===== src/rtl/ctrl_seq_pkg.sv =====
// ctrl_seq shared definitions: state encoding,
// opcode constants, fault codes and opcode classifier.
package ctrl_seq_pkg;

   typedef enum logic [2:0] {
      S_FETCH  = 3'd0,
      S_DECODE = 3'd1,
      S_EXEC   = 3'd2,
      S_MEM    = 3'd3,
      S_HALT   = 3'd4,
      S_FAULT  = 3'd5
   } state_t;

   localparam logic [3:0] OP_LDI = 4'h8;
   localparam logic [3:0] OP_LD  = 4'h9;
   localparam logic [3:0] OP_ST  = 4'hA;
   localparam logic [3:0] OP_JMP = 4'hB;
   localparam logic [3:0] OP_JZ  = 4'hC;
   localparam logic [3:0] OP_ILL = 4'hD;
   localparam logic [3:0] OP_NOP = 4'hE;
   localparam logic [3:0] OP_HLT = 4'hF;

   localparam logic [1:0] FC_NONE = 2'b00;
   localparam logic [1:0] FC_ILL  = 2'b01;
   localparam logic [1:0] FC_TMO  = 2'b10;

   typedef enum logic [3:0] {
      C_ALU,
      C_LDI,
      C_LD,
      C_ST,
      C_JMP,
      C_JZ,
      C_NOP,
      C_HLT,
      C_ILL
   } op_class_t;

   // hi_set flags opcode bits above the low nibble,
   // which makes any such opcode illegal.
   function automatic op_class_t classify(
      input logic       hi_set,
      input logic [3:0] op
   );
      op_class_t c;
      c = C_ILL;
      if (!hi_set) begin
         unique case (1'b1)
            (op[3] == 1'b0): c = C_ALU;
            (op == OP_LDI):  c = C_LDI;
            (op == OP_LD):   c = C_LD;
            (op == OP_ST):   c = C_ST;
            (op == OP_JMP):  c = C_JMP;
            (op == OP_JZ):   c = C_JZ;
            (op == OP_ILL):  c = C_ILL;
            (op == OP_NOP):  c = C_NOP;
            (op == OP_HLT):  c = C_HLT;
         endcase
      end
      return c;
   endfunction

endpackage


===== src/rtl/ctrl_tmo.sv =====
// ctrl_tmo: bounded memory-wait counter.
// expired flags the wait cycle that would reach 2**TMO_W-1.
module ctrl_tmo #(
   parameter int TMO_W = 4
) (
   input  logic clk,
   input  logic rst,
   input  logic clr,
   input  logic wait_en,
   output logic expired
);

   localparam logic [TMO_W-1:0] LAST =
      TMO_W'((1 << TMO_W) - 2);

   logic [TMO_W-1:0] cnt;

   // count consecutive wait cycles, cleared on completion or idle
   always_ff @(negedge clk) begin
      if (rst || clr) begin
         cnt <= '0;
      end else if (wait_en) begin
         cnt <= cnt + 1'b1;
      end
   end

   assign expired = wait_en && !clr && (cnt == LAST);

endmodule


===== src/rtl/ctrl_seq.sv =====
// ctrl_seq: multi-cycle FETCH/DECODE/EXEC/MEM sequencer
// with memory handshake, timeout and sticky HALT/FAULT.
module ctrl_seq
   import ctrl_seq_pkg::*;
#(
   parameter int INSTR_W = 8,
   parameter int OPC_W   = 4,
   parameter int TMO_W   = 4
) (
   input  logic                     clk,
   input  logic                     rst,
   input  logic [INSTR_W-1:0]       instr,
   input  logic                     mem_rdy,
   input  logic                     zero,
   output logic                     fetch,
   output logic                     mem_rd,
   output logic                     mem_wr,
   output logic                     ir_ld,
   output logic                     pc_inc,
   output logic                     pc_ld,
   output logic                     alu_en,
   output logic [2:0]               alu_op,
   output logic                     reg_we,
   output logic                     imm_sel,
   output logic [OPC_W-1:0]         opcode,
   output logic [INSTR_W-OPC_W-1:0] operand,
   output logic                     halted,
   output logic                     fault,
   output logic [1:0]               fault_code
);

   localparam int OPD_W = INSTR_W - OPC_W;

   state_t    state;
   op_class_t cls;
   logic      ld_q;
   logic      jmp_q;
   logic      jz_q;
   logic      ex_we_q;
   logic      waiting;
   logic      tmo_clr;
   logic      tmo_wait;
   logic      tmo_exp;

   assign cls = classify(|(opcode >> 4), opcode[3:0]);

   assign waiting  = (state == S_FETCH) || (state == S_MEM);
   assign tmo_wait = waiting && !mem_rdy;
   assign tmo_clr  = !waiting || mem_rdy;

   ctrl_tmo #(
      .TMO_W(TMO_W)
   ) u_tmo (
      .clk    (clk),
      .rst    (rst),
      .clr    (tmo_clr),
      .wait_en(tmo_wait),
      .expired(tmo_exp)
   );

   // Mealy strobes follow mem_rdy/zero and are killed by rst
   assign ir_ld  = !rst && fetch && mem_rdy;
   assign pc_inc = !rst && fetch && mem_rdy;
   assign reg_we = !rst && (ex_we_q || (ld_q && mem_rdy));
   assign pc_ld  = !rst && (jmp_q || (jz_q && zero));
   assign alu_op = opcode[2:0];

   // state and registered outputs for the state being entered
   always_ff @(negedge clk) begin
      if (rst) begin
         state      <= S_FETCH;
         fetch      <= 1'b1;
         mem_rd     <= 1'b1;
         mem_wr     <= 1'b0;
         alu_en     <= 1'b0;
         imm_sel    <= 1'b0;
         ex_we_q    <= 1'b0;
         jmp_q      <= 1'b0;
         jz_q       <= 1'b0;
         ld_q       <= 1'b0;
         halted     <= 1'b0;
         fault      <= 1'b0;
         fault_code <= FC_NONE;
         opcode     <= '0;
         operand    <= '0;
      end else begin
         fetch   <= 1'b0;
         mem_rd  <= 1'b0;
         mem_wr  <= 1'b0;
         alu_en  <= 1'b0;
         imm_sel <= 1'b0;
         ex_we_q <= 1'b0;
         jmp_q   <= 1'b0;
         jz_q    <= 1'b0;
         ld_q    <= 1'b0;
         unique case (state)
            S_FETCH: begin
               if (mem_rdy) begin
                  state   <= S_DECODE;
                  opcode  <= instr[INSTR_W-1 -: OPC_W];
                  operand <= instr[OPD_W-1:0];
               end else if (tmo_exp) begin
                  state      <= S_FAULT;
                  fault      <= 1'b1;
                  fault_code <= FC_TMO;
               end else begin
                  fetch  <= 1'b1;
                  mem_rd <= 1'b1;
               end
            end
            S_DECODE: begin
               unique case (cls)
                  C_ALU: begin
                     state   <= S_EXEC;
                     alu_en  <= 1'b1;
                     ex_we_q <= 1'b1;
                  end
                  C_LDI: begin
                     state   <= S_EXEC;
                     ex_we_q <= 1'b1;
                     imm_sel <= 1'b1;
                  end
                  C_JMP: begin
                     state <= S_EXEC;
                     jmp_q <= 1'b1;
                  end
                  C_JZ: begin
                     state <= S_EXEC;
                     jz_q  <= 1'b1;
                  end
                  C_NOP: begin
                     state <= S_EXEC;
                  end
                  C_LD: begin
                     state  <= S_MEM;
                     mem_rd <= 1'b1;
                     ld_q   <= 1'b1;
                  end
                  C_ST: begin
                     state  <= S_MEM;
                     mem_wr <= 1'b1;
                  end
                  C_HLT: begin
                     state  <= S_HALT;
                     halted <= 1'b1;
                  end
                  default: begin
                     state      <= S_FAULT;
                     fault      <= 1'b1;
                     fault_code <= FC_ILL;
                  end
               endcase
            end
            S_EXEC: begin
               state  <= S_FETCH;
               fetch  <= 1'b1;
               mem_rd <= 1'b1;
            end
            S_MEM: begin
               if (mem_rdy) begin
                  state  <= S_FETCH;
                  fetch  <= 1'b1;
                  mem_rd <= 1'b1;
               end else if (tmo_exp) begin
                  state      <= S_FAULT;
                  fault      <= 1'b1;
                  fault_code <= FC_TMO;
               end else begin
                  mem_rd <= mem_rd;
                  mem_wr <= mem_wr;
                  ld_q   <= ld_q;
               end
            end
            S_HALT, S_FAULT: begin
            end
            default: begin
               state      <= S_FAULT;
               fault      <= 1'b1;
               fault_code <= FC_ILL;
            end
         endcase
      end
   end

endmodule


===== config.mk =====
export PLATFORM = sky130hd
export DESIGN_NAME = ctrl_seq
export DESIGN_NICKNAME = d
export VERILOG_FILES = /design/src/rtl/ctrl_seq_pkg.sv /design/src/rtl/ctrl_tmo.sv /design/src/rtl/ctrl_seq.sv
export SDC_FILE = /design/constraint.sdc
export NUM_CORES = 1
export LEC_CHECK = 0
export ABC_AREA = 0
export CAP_MARGIN = 0
export CORE_ASPECT_RATIO = 0.9
export CORE_MARGIN = 4
export CORE_UTILIZATION = 46
export DETAILED_ROUTE_END_ITERATION = 8
export PLACE_DENSITY = 0.77
export SLEW_MARGIN = 25
export SYNTH_ARGS = -nofsm -noshare
export SYNTH_HDL_FRONTEND = slang
export SYNTH_SLANG_ARGS = --single-unit

===== constraint.sdc =====
create_clock -name clk -period 2.1 [get_ports clk]
set_input_delay 0.42 -clock clk [delete_from_list [all_inputs] [get_ports clk]]
set_output_delay 0.42 -clock clk [all_outputs]
set_load 0.01 [all_outputs]

==> impl_metrics.json <==
{
  "rsz0062_at_grt": "true",
  "ys_top_cells_by_area": "dfxtp_1 45%, nand2_1 6.1%, a21oi_1 5.3%",
  "synthCells": 143,
  "clock_latency_ns": 0.41,
  "cp_max_fo": 2,
  "yosys.area_share.adder": 0.0203,
  "synth_top_flop_cell": "dfxtp_1",
  "antenna_found_initial": 0,
  "wl_per_cell_microns": 14.0,
  "setup_tns_ns": -6.04,
  "finalSetupViolCount": 26,
  "synthMuxAreaShare": 0,
  "ys_seq_elements": 28,
  "worstSetupPathType": "reg -> out",
  "cts_tree": "done",
  "min_path_type": "reg -> reg",
  "gp_congestion": 0.793,
  "synth_common_cells": "28 x dfxtp_1, 20 x nand2_1, 13 x a21oi_1",
  "numCtsBuffers": 3,
  "htreeDepth": 1,
  "cp-start-kind": "flip-flop",
  "vias": 1294,
  "outcome": "finished, violations left",
  "syn_area_sq_mm": 0.00123,
  "synthArstFlopShare": 0,
  "pin_count": 36,
  "num_antenna_cells": 0,
  "synth_enable_flop_cells": 0,
  "syn-num-nets": 157,
  "cp-end-kind": "primary output",
  "synth-simple-area-share": 0.290,
  "drtIter0Drc": 45,
  "ys_seq_area_frac": 0.455,
  "worst_slew_pin_slew_ns": 0.451,
  "yosysMostFrequentCell": "dfxtp_1",
  "grt_start_max_net_pins": 21,
  "clock-root-buffer": "clkbuf_4",
  "nets": 227,
  "worstHoldStart": "u_tmo.cnt[0]",
  "synth_top_family_by_area": "simple AND/OR/NAND/NOR gates",
  "finalHoldViolCount": 0,
  "cts.hold.buffers_added": 0,
  "yosysWarningCount": 0,
  "r2r_start": "state[0]",
  "ant_nets": 0,
  "ir_worst_vdd_uv": 309,
  "rows": 17,
  "violations": "setup timing",
  "powerDensity_mw_per_mm2": 643,
  "synth-compound-area-share": 0.138,
  "final_layout_size_suffix_gt1_frac": 0.355,
  "maxCapViolations": 0,
  "die_area_sq_mm": 0.00357,
  "synth.avg_cell_area_sq_um": 8.62,
  "core_sq_mm": 0.00251,
  "portBuffers": 35,
  "initial_core_util": 0.491,
  "final-max-slew-violation-count": 0,
  "finalNonFillerCells": 239,
  "finClkSkew_ns": 0.0320,
  "synthToLayoutAreaGrowth_pct": 51.8,
  "crit_arrival_ns": 2.12,
  "routed_via_density": 5.41,
  "synth_xor_area_frac": 0.0213,
  "wirelength_microns": 3340,
  "yosysTopAreaCellShare": 0.455,
  "clk_pin_slew_worst_paths_ns": 0.05,
  "die_h_microns": 57.1,
  "track_usage": 0.195,
  "cp.required_ns": 1.68,
  "hpwl_microns": 2110,
  "grt_pass1_wl_microns": 5640,
  "rr_worst_depth": 3,
  "fillers": 185,
  "clk_path_buf_depth": 2,
  "slew_headroom": 0.699,
  "clock-sinks": 28,
  "hold_depth": 1,
  "r2r_slack_ns": 0.38,
  "dp.cells": 206,
  "grt_pass1_vias": 1296,
  "finalWorstSetupSlack_ns": -0.438,
  "die_w_microns": 62.6,
  "reg2reg_to": "jz_q",
  "drc": 0,
  "p_leak_uw": 0.000893,
  "yosysTopAreaCell": "dfxtp_1",
  "grt_overflow": 0,
  "dr.pass1.iters": 4,
  "ys_types": 40,
  "holdPathEnd": "u_tmo.cnt[0]"
}
repair_timing:
action,in CTS,in global routing
endpoints found under the setup margin,51,29
resized for setup,146,5
pin swaps,6,6
setup buffers,3,0
flip-flops by register name, indices dropped and copies added, names as in the netlist:
name,flops
jz_q,1
mem_rd,1
state,3
u_tmo.cnt,4
ex_we_q,1
operand,4
halted,1
jmp_q,1
fault_code,2
mem_wr,1
opcode,4
imm_sel,1
fault,1
alu_en,1
ld_q,1
fetch,1
final cells by class:
class / instances / area, sq um / area share
repair buffers: 51 / 479 / 0.256
well taps: 28 / 35.0 / 0.0187
inverters: 6 / 22.5 / 0.0120
flip-flops and latches: 28 / 584 / 0.312
clock buffers: 3 / 22.5 / 0.0120
clock inverters: 28 / 105 / 0.0562
multi-input cells: 95 / 622 / 0.332
layer usage:
layer	routed length (microns)	share of wire	vias to the layer above	global-route usage
li1	-	-	626	-
met1	1440	0.43	613	0.224
met2	1640	0.49	53	0.330
met3	252	0.075	2	0.0866
met5	0	0	-	0
met4	12	0.0036	0	0.0566
report_power, final:
part           internal, uW  total (uW)  switching [uW]
Sequential              554         573            19.1
Clock                   136         446             310
Combinational          99.4         183            84.0
Total                   789        1200             413
cell families after synthesis:
kind of cell               after synthesis
buffers and inverters                   20
adders and majority gates                2
DFF                                     28
AOI/OAI and AO/OA                       27
xor gates and xnor gates                 3
and+or+nand+nor                         63
critical path: stages (launching register included):
cell and delay (ns):
dfxtp_2 0.32, a21oi_2 0.12, nor2_1 0.06, buf_2 0.15
worst max path at each step:
stage	start	to	slack, ns	cells after the start
global placement	rst	jz_q	-0.89	4
detailed placement	rst	imm_sel	-0.90	4
global route	ld_q	reg_we	-0.48	3
finish	ld_q	reg_we	-0.44	3
floorplan	rst	jz_q	-0.45	3
CTS	ld_q	reg_we	-0.40	3
cells in the final DEF (no fill, tap or decap), types with 5 or more instances in the layout:
master / Yosys / final
dfxtp_2: 0 / 16
nand2_1: 20 / 20
nor2_1: 11 / 11
nand3_1: 6 / 6
a21oi_1: 13 / 10
inv_1: 7 / 34
dfxtp_1: 28 / 11
clkdlybuf4s50_1: 0 / 9
buf_4: 4 / 14
buf_6: 0 / 23
buf_2: 2 / 5
stage by stage:
step	hold slack, ns	instance area, sq um	worst slack, ns	power (uW)	utilization
2_1_floorplan	0.430	1250	-0.450	748	-
6_report	0.456	1870	-0.438	1200	0.745
3_3_place_gp	0.441	1660	-0.885	826	0.661
4_1_cts	0.460	1870	-0.401	1210	0.743
5_1_grt	0.493	1870	-0.476	1310	0.745
3_5_place_dp	0.453	1660	-0.899	831	0.661
No activity file was read; power rests on OpenSTA's default activity.
